**src/rtl/fetch_stage.sv**
```systemverilog
// Y86-64 fetch stage: predicted-PC register, length/status decode and the F/D pipeline register.
// Optional macro FETCH_PREDICT_TAKEN_EN predicts conditional jumps taken (default: not-taken).
module fetch_stage #(
    parameter int unsigned         DATA_WID  = 64,
    parameter int unsigned         MEM_BYTES = 2048,
    parameter logic [DATA_WID-1:0] RESET_PC  = {DATA_WID{1'b0}}
) (
    input  logic                clk,
    input  logic                rst,
    output logic [DATA_WID-1:0] PC,
    input  logic [3:0]          icode,
    input  logic [3:0]          ifun,
    input  logic [3:0]          rA,
    input  logic [3:0]          rB,
    input  logic [DATA_WID-1:0] valC,
    input  logic                redirect_valid,
    input  logic [DATA_WID-1:0] redirect_pc,
    input  logic                F_stall,
    input  logic                D_stall,
    input  logic                D_bubble,
    output logic [3:0]          D_icode,
    output logic [3:0]          D_ifun,
    output logic [3:0]          D_rA,
    output logic [3:0]          D_rB,
    output logic [DATA_WID-1:0] D_valC,
    output logic [DATA_WID-1:0] D_valP,
    output logic [2:0]          D_stat,
    output logic                halted
);

    localparam logic [3:0] I_HALT   = 4'h0;
    localparam logic [3:0] I_NOP    = 4'h1;
    localparam logic [3:0] I_RRMOVQ = 4'h2;
    localparam logic [3:0] I_IRMOVQ = 4'h3;
    localparam logic [3:0] I_RMMOVQ = 4'h4;
    localparam logic [3:0] I_MRMOVQ = 4'h5;
    localparam logic [3:0] I_OPQ    = 4'h6;
    localparam logic [3:0] I_JXX    = 4'h7;
    localparam logic [3:0] I_CALL   = 4'h8;
    localparam logic [3:0] I_RET    = 4'h9;
    localparam logic [3:0] I_PUSHQ  = 4'hA;
    localparam logic [3:0] I_POPQ   = 4'hB;
    localparam logic [3:0] REG_NONE = 4'hF;

    localparam logic [2:0] STAT_AOK = 3'd1;
    localparam logic [2:0] STAT_HLT = 3'd2;
    localparam logic [2:0] STAT_ADR = 3'd3;
    localparam logic [2:0] STAT_INS = 3'd4;

    localparam logic [DATA_WID:0] MEM_LIMIT = (DATA_WID+1)'(MEM_BYTES);

    function automatic logic fields_valid(input logic [3:0] ic, input logic [3:0] fn);
        case (ic)
            I_RRMOVQ, I_JXX: fields_valid = (fn <= 4'd6);
            I_OPQ:           fields_valid = (fn <= 4'd3);
            I_HALT, I_NOP, I_IRMOVQ, I_RMMOVQ, I_MRMOVQ,
            I_CALL, I_RET, I_PUSHQ, I_POPQ:
                             fields_valid = (fn == 4'd0);
            default:         fields_valid = 1'b0;
        endcase
    endfunction

    logic [DATA_WID-1:0] pred_pc_r;
    logic                halted_r;
    logic [DATA_WID-1:0] pc_s;
    logic                need_regids_s;
    logic                need_valc_s;
    logic [3:0]          len_s;
    logic [DATA_WID-1:0] len_ext_s;
    logic [DATA_WID-1:0] valp_s;
    logic [DATA_WID:0]   end_addr_s;
    logic [2:0]          stat_s;
    logic [DATA_WID-1:0] next_pc_s;
    logic                hold_fetch_s;
    logic                load_s;

    assign pc_s         = redirect_valid ? redirect_pc : pred_pc_r;
    assign PC           = pc_s;
    assign halted       = halted_r;
    assign hold_fetch_s = halted_r && !redirect_valid;
    assign load_s       = !rst && !D_stall && !D_bubble && !hold_fetch_s;

    // Decode which optional instruction fields are present.
    always_comb begin
        need_regids_s = 1'b0;
        need_valc_s   = 1'b0;
        case (icode)
            I_RRMOVQ, I_OPQ, I_PUSHQ, I_POPQ: need_regids_s = 1'b1;
            I_IRMOVQ, I_RMMOVQ, I_MRMOVQ: begin
                need_regids_s = 1'b1;
                need_valc_s   = 1'b1;
            end
            I_JXX, I_CALL: need_valc_s = 1'b1;
            default: begin
                need_regids_s = 1'b0;
                need_valc_s   = 1'b0;
            end
        endcase
    end

    assign len_s      = 4'd1 + {3'b000, need_regids_s} + (need_valc_s ? 4'd8 : 4'd0);
    assign len_ext_s  = {{(DATA_WID-4){1'b0}}, len_s};
    assign valp_s     = pc_s + len_ext_s;
    // One extra bit so an instruction straddling the top of the address space still faults.
    assign end_addr_s = {1'b0, pc_s} + {1'b0, len_ext_s};

    // Fetch status, address fault taking priority over decode faults.
    always_comb begin
        stat_s = STAT_AOK;
        if (end_addr_s > MEM_LIMIT) begin
            stat_s = STAT_ADR;
        end else if (!fields_valid(icode, ifun)) begin
            stat_s = STAT_INS;
        end else if (icode == I_HALT) begin
            stat_s = STAT_HLT;
        end else begin
            stat_s = STAT_AOK;
        end
    end

    // Next-PC prediction.
    always_comb begin
        next_pc_s = valp_s;
        case (icode)
            I_CALL: next_pc_s = valC;
            I_JXX: begin
                if (ifun == 4'd0) begin
                    next_pc_s = valC;
                end else begin
`ifdef FETCH_PREDICT_TAKEN_EN
                    next_pc_s = valC;
`else
                    next_pc_s = valp_s;
`endif
                end
            end
            default: next_pc_s = valp_s;
        endcase
    end

    // Predicted-PC register; a faulting fetch parks on its own address.
    always_ff @(posedge clk) begin
        if (rst) begin
            pred_pc_r <= RESET_PC;
        end else if (F_stall || hold_fetch_s) begin
            pred_pc_r <= pred_pc_r;
        end else if (stat_s != STAT_AOK) begin
            pred_pc_r <= pc_s;
        end else begin
            pred_pc_r <= next_pc_s;
        end
    end

    // F/D pipeline register.
    always_ff @(posedge clk) begin
        if (rst || (!D_stall && (D_bubble || hold_fetch_s))) begin
            D_icode <= I_NOP;
            D_ifun  <= 4'd0;
            D_rA    <= REG_NONE;
            D_rB    <= REG_NONE;
            D_valC  <= {DATA_WID{1'b0}};
            D_valP  <= {DATA_WID{1'b0}};
            D_stat  <= STAT_AOK;
        end else if (D_stall) begin
            D_icode <= D_icode;
            D_ifun  <= D_ifun;
            D_rA    <= D_rA;
            D_rB    <= D_rB;
            D_valC  <= D_valC;
            D_valP  <= D_valP;
            D_stat  <= D_stat;
        end else begin
            D_icode <= icode;
            D_ifun  <= ifun;
            D_rA    <= need_regids_s ? rA : REG_NONE;
            D_rB    <= need_regids_s ? rB : REG_NONE;
            D_valC  <= valC;
            D_valP  <= valp_s;
            D_stat  <= stat_s;
        end
    end

    // Sticky halt; a redirect means the faulting instruction was on a squashed path.
    always_ff @(posedge clk) begin
        if (rst) begin
            halted_r <= 1'b0;
        end else if (load_s && (stat_s != STAT_AOK)) begin
            halted_r <= 1'b1;
        end else if (redirect_valid) begin
            halted_r <= 1'b0;
        end else begin
            halted_r <= halted_r;
        end
    end

endmodule

```
**config.mk**
```make
export PLATFORM = sky130hd
export DESIGN_NAME = fetch_stage
export DESIGN_NICKNAME = d
export VERILOG_FILES = /design/src/rtl/fetch_stage.sv
export SDC_FILE = /design/constraint.sdc
export NUM_CORES = 1
export LEC_CHECK = 0
export ABC_AREA = 1
export CAP_MARGIN = 0
export CORE_MARGIN = 2
export CORE_UTILIZATION = 50
export CTS_CLUSTER_DIAMETER = 60
export DETAILED_ROUTE_END_ITERATION = 8
export PLACE_DENSITY = 0.82
export SLEW_MARGIN = 25
export SYNTH_ARGS = -nofsm -noshare
export SYNTH_HDL_FRONTEND = slang
export SYNTH_SLANG_ARGS = --single-unit
```
**constraint.sdc**
```tcl
create_clock -name clk -period 4.6 [get_ports clk]
set_input_delay 0.92 -clock clk [delete_from_list [all_inputs] [get_ports clk]]
set_output_delay 0.92 -clock clk [all_outputs]
set_load 0.05 [all_outputs]
```
---- After elaboration in Yosys (flattened, before gate mapping) ----
Cells that the tools add are included.
W data, S select, Z words.
storage, ports and cells
  register bits ........................... 212
  input bits .............................. 150
  output and inout port bits .............. 212
  word-level logic and storage cells ...... 65
operators by class
  $add $sub $neg .......................... 4
  $lt $le $gt $ge ......................... 3
  eq/ne operators ......................... 12
  mux-type cells .......................... 16
  reductions and logical operators ........ 21
operators with widths
  operator                number
  $mux W64                3
  $pmux W64 S2            1
  $add A64 B4 Y65         1
  $gt A65 B12 Y1 const B  1
  $add A64 B4 Y64         1
  $eq A4 B3 Y1 const B    4
  $eq A4 B4 Y1 const B    4
  $mux W4                 3
  $reduce_or A9 Y1        1
  $eq A4 B2 Y1 const B    2
  $logic_not A4 Y1        2
  $reduce_or A7 Y1        1
  $logic_and A1 B1 Y1     6
  $mux W3                 2
  $logic_not A1 Y1        5
  $mux W1                 5
  $reduce_or A5 Y1        1
  $add A2 B4 Y4           1
  $eq A4 B1 Y1 const B    1
  $le A4 B2 Y1 const B    1
  $le A4 B3 Y1 const B    1
  $logic_or A1 B1 Y1      3
  $ne A3 B1 Y1 const B    1
  $pmux W1 S3             1
  4 further kinds         4

---- Longest topological paths before layout ----
  depth in word-level cells ............... 13
  depth in mapped cells ................... 29
  depth with buffers taken out ............ 26

---- Least setup slack after synthesis ----
OpenSTA, ideal clock, no wires.
  path kind ............................... input to register
  from .................................... input port redirect_valid
  to ...................................... register D_stat[0]
  library setup time ...................... 0.119 ns
  data arrival time ....................... 4.974 ns
  data required time ...................... 4.481 ns
  path slack .............................. -0.493 ns
  stages .................................. 23
  path buffers ............................ 7
  cell sequence ........................... buf_6 buf_6 buf_2 buf_2 o21ai_0 ha_1 nand2_1 inv_1 nand2_1 nand2_1 buf_4 nand3_1 nor3_1 nor2_2 nand3_1 nor2_1 nand3_1 nor2_2 buf_2 buf_2 nand2_1 o21ai_0 nand2_1
between the ends
  elaborated cells on any way between the ends .. 9
  classes of those cells .................. add/sub: 1; order compare: 1; mux: 2; reduce/logical: 5
RTL lines
  what                  line  RTL
  start, declared       16    input logic redirect_valid,
  $mux W64              77    assign pc_s = redirect_valid ? redirect_pc : pred_pc_r;
  via PC[3]             10    output logic [DATA_WID-1:0] PC,
  $add A64 B4 Y65       105   assign end_addr_s = {1'b0, pc_s} + {1'b0, len_ext_s};
  $gt A65 B12 Y1        110   if (end_addr_s > MEM_LIMIT) begin
  $mux W3               110
  end signal, assigned  171   D_stat <= D_stat;
  end signal, assigned  179   D_stat <= stat_s;
  end, declared         27    output logic [2:0] D_stat,
The timed path passes the listed nets, and every way through them passes these cells.
A chain may end at the register's enable or synchronous reset.

---- Final worst setup path ----
  from .................................... input port icode[2]
  to ...................................... register pred_pc_r[33]
between the ends
  cells in the longest elaborated chain, start to end .. 10
  elaborated cells on any way between the ends .. 33
  classes of those cells .................. add/sub: 4; order compare: 1; eq/ne: 12; mux: 11; reduce/logical: 5
RTL lines
  what                                                                          line    RTL
  start, declared                                                               11      input logic [3:0] icode,
  $eq A4 B2 Y1, or another cell as far along                                    53, 87
  $reduce_or A7 Y1 (no source line) / $reduce_or A5 Y1 (equally long branches)  -
  $mux W1                                                                       87      case (icode)
  $add A1 B1 Y2 / $mux W4 (equally long branches)                               101     assign len_s = 4'd1 + {3'b000, need_regids_s} + (need_valc_s ? 4'd8 : 4'd0);
  $add A2 B4 Y4                                                                 101
  $add A64 B4 Y65                                                               105
  $gt A65 B12 Y1                                                                110
  $mux W3                                                                       110
  $ne A3 B1 Y1                                                                  147     end else if (stat_s != STAT_AOK) begin
  $mux W64 (*)                                                                  147
  end signal, assigned                                                          146     pred_pc_r <= pred_pc_r;
  end signal, assigned                                                          148     pred_pc_r <= pc_s;
  end signal, assigned                                                          150     pred_pc_r <= next_pc_s;
  end, declared                                                                 63      logic [DATA_WID-1:0] pred_pc_r;
Every way passes the cells marked *; elsewhere a longest branch is shown, timed or not. The select of a mux whose other input is x is not followed.

==> metrics.yaml <==
detailed_routing:
  vias: 17610
  dr.pass1.iters: 6
  totalWireLength_microns: 60240
  antenna_left: 0
  wl_per_cell_microns: 19.74
  via_per_inst: 5.772
  drc_errors: 0
  drt_iter0_markers: 2087
place:
  place_area_sq_um: 18250
  place_hpwl_microns: 45060
  port-buffer-count: 361
  dp_slack_ns: -0.4045
  place.gp.congestion: 1.077
critical_path:
  slowest_delay_ns: 0.50
  path_class: "input pin to register"
  cp.required_ns: 4.97
  path_max_fanout: 23
  cp_top_family: "simple AND/OR/NAND/NOR gates"
  rr_worst_depth: 26
  ff2ff_setup_slack_ns: 0.98
  r2r_end: "pred_pc_r[13]$_SDFFE_PP0N_"
  cp.arrival_ns: 4.78
  path_depth: 26
  cp-endpoint: "pred_pc_r[33]$_SDFFE_PP0N_"
  crit_path_end_kind: "register"
  timing.critical_path.from: "icode[2]"
  startpoint_type: "input pin"
  crit_top_cell: "nor2_1"
  reg2reg_from: "pred_pc_r[1]$_SDFFE_PP0N_"
  critPathBufInv: 8
  cp_slowest_cell: "clkdlybuf4s50_1"
clocking:
  clkLatencyLatePin_ns: 0.55
  htreeDepth: 1
  cts_tree: "yes"
  cts_sinks: 212
  clock-root-buffer: "clkbuf_16"
  clock_path_buffers: 3
  cts_hold_buf: 0
  cts.clk_slew.worst_paths_ns: 0.06
  cts_made_buffers: 24
yosys:
  yosysSeqAreaShare: 0.3191
  ys_ff_latch: 212
  synth_largest_area_cell: "dfxtp_1"
  synth_area_per_cell_sq_um: 5.933
  yosys-top-cells-area: "dfxtp_1 (32%), nand2_1 (22%), a21oi_1 (6.8%), nor2_1 (6.1%), inv_1 (6.0%)"
  yosys.area.top_type_share: 0.3191
  syn_area_sq_um: 13300
  synth_warnings: 0
  syn_nets: 2394
  syn_inst: 2242
  ys_types: 37
pwr:
  powerDensity_nw_per_um2: 294.8
  internal-power_uw: 3653
  seq_power_share: 0.354
  ir_drop_uv: 321.1
  p_sw_uw: 1992
  comb_power_share: 0.295
  netSwitchingFraction: 0.3530
  clockPowerShare: 0.352
  power.leakage_uw: 0.008727
sta:
  finalMaxSlewViolations: 0
  slew_headroom: 0.4283
  timing.hold.ws_ns: 0.4633
  setup_ws_ns: 0.1956
  final_hold_viol_count: 0
  fmax_ghz: 0.2270
  period_needed_ns: 4.404
  fin_skew_ns: 0.02278
  rsz0062_at_grt: "true"
  setup_viol: 0
  fin_crit_sh: 0.9575
  tns_ns: 0
  worst_pin_slew_ns: 0.8575
die:
  die_x_microns: 167.1
  start_util: 0.5104
  core_sq_um: 26060
  pin_count: 362
  die_h_microns: 167.1
  dieArea_sq_um: 27920
  rows: 59
global_routing:
  top_usage_layer: "met2"
  first_global_vias: 16710
  gr-usage-all-layers: 0.4113
  gr-usage-met1: 0.5180
  grt_util_met2: 0.6999
  gr-total-overflow: 0
  grt_max_degree: 103
  met3_usage: 0.07658
  grt_pass1_wl_microns: 92430
  antenna_found_initial: 0
final_layout:
  area_growth_pct: 43.95
  diodes: 0
  drive_above_1_share: 0.1237
  n_fill_cell: 2044
  final_cell_area_sq_um: 19150
  nNetsFinal: 2850
hold_path:
  hold_class: "register to register"
outcome:
  status: "finished, final reports clean"
flow_run:
  cap_viol_max_count: 0
## flip-flops by register name, summed over array words and instances (netlist names)
register,flops
D_icode,4
D_ifun,4
D_rA,4
D_rB,4
D_stat,3
D_valC,64
D_valP,64
halted,1
pred_pc_r,64
## through the flow
stage               utilization  instances  power [uW]
CTS                      0.7312       3049        5607
detailed placement       0.7003       3005        3649
finish                   0.7348       3051        5645
global route             0.7348       3051        5825
floorplan                     -       2242        2959
global placement         0.7000       3005        3617
## Yosys cell counts
master      n
inv_2      18
nand2_1   784
inv_1     211
o21ai_0   100
nor3b_1     1
o21ai_1    21
nor3_1      7
clkinv_1    6
nor3b_2     1
dfxtp_1   212
or2_2       3
and2_1      3
inv_4       1
clkbuf_1   76
nor2_4      1
nor2_1    216
mux2i_1     5
and3b_1     1
buf_4       6
o21ai_2    15
nand4_1    93
or2_0       1
o221ai_1    2
buf_1       9
nor2_2      9
xor2_1     19
o21a_1      2
a21oi_1   181
nand3_1   150
buf_2      24
nand3b_1    1
o41ai_1     1
ha_1        2
o211ai_1   36
buf_6      14
nor2b_1     1
nand2_2     9
## cells by family after synthesis
logic type / count (synthesis) / share of synthesized area
compound gates: 358 / 0.1469
xor+xnor: 19 / 0.01251
fa+ha+maj: 2 / 0.001881
buf+inv: 365 / 0.1150
flops: 212 / 0.3191
mux: 5 / 0.003763
simple gates: 1281 / 0.4008
## per-layer routing
layer,vias up,share of wire
met5,-,0
met4,0,0.041
met3,204,0.11
met2,1167,0.46
met1,8109,0.39
li1,8130,-
## layout make-up
class                      count  area [sq um]  area share
sequential                   212          4244      0.2217
clock inverter                13         138.9    0.007253
tap                          335         419.2     0.02189
clock buffer                  31         666.9     0.03483
inverter                     236         900.9     0.04705
multi-input combinational   1665          7612      0.3976
timing repair buffer         559          5165      0.2698
## cells in the final DEF, fill, tap and decap left out, types with 2 or more instances in the layout
cell and instances:
buf_6 6, clkinvlp_4 2, clkbuf_16 24, o221ai_1 2
clkinv_2 6, ha_1 2, nor3_1 7, xor2_1 18
o21ai_0 99, a21oi_1 180, clkinv_1 4, buf_12 8
o21ai_1 21, inv_2 17, buf_4 208, inv_4 4
clkbuf_8 4, nand2_1 781, o21a_1 2, inv_6 2
and2_1 3, bufinv_16 2, or2_2 3, nor2_1 214
clkbuf_1 3, inv_1 210, o21ai_2 16, mux2i_1 5
nor2_4 5, nor2_2 7, clkdlybuf4s50_1 334, nand2_2 11
nand3_1 148, o211ai_1 36, nand4_1 93, dfxtp_1 212
## worst min-delay path: stages (launching register included)
cell	delay, ns
dfxtp_1	0.31
nand2_1	0.06
a21oi_1	0.05
## how the worst min path moves through the flow
stage	from	to	slack, ns	cells past startpoint
finish	D_valC[1]$_SDFFE_PP0N_	D_valC[1]$_SDFFE_PP0N_	0.46	2
global route	pred_pc_r[5]$_SDFFE_PP0N_	pred_pc_r[5]$_SDFFE_PP0N_	0.48	2
CTS	pred_pc_r[19]$_SDFFE_PP0N_	pred_pc_r[19]$_SDFFE_PP0N_	0.46	2
detailed placement	pred_pc_r[19]$_SDFFE_PP0N_	pred_pc_r[19]$_SDFFE_PP0N_	0.46	2
global placement	pred_pc_r[61]$_SDFFE_PP0N_	pred_pc_r[61]$_SDFFE_PP0N_	0.45	2
floorplan	pred_pc_r[63]$_SDFFE_PP0N_	pred_pc_r[63]$_SDFFE_PP0N_	0.44	2
## power by group through the flow
stage / Clock (uW) / Sequential (uW) / Combinational, uW
floorplan: 0 / 2260 / 695
global placement: 0 / 2020 / 1590
detailed placement: 0 / 2030 / 1620
CTS: 1980 / 1990 / 1630
global route: 2070 / 2000 / 1750
finish: 1990 / 2000 / 1660
## what timing repair did
item,4_1_cts,5_1_grt
hold endpoints to repair,0,0
setup endpoints to repair,0,67
gates resized for setup,0,15
setup buffers,0,2
No activity file was read; power rests on OpenSTA's default activity.
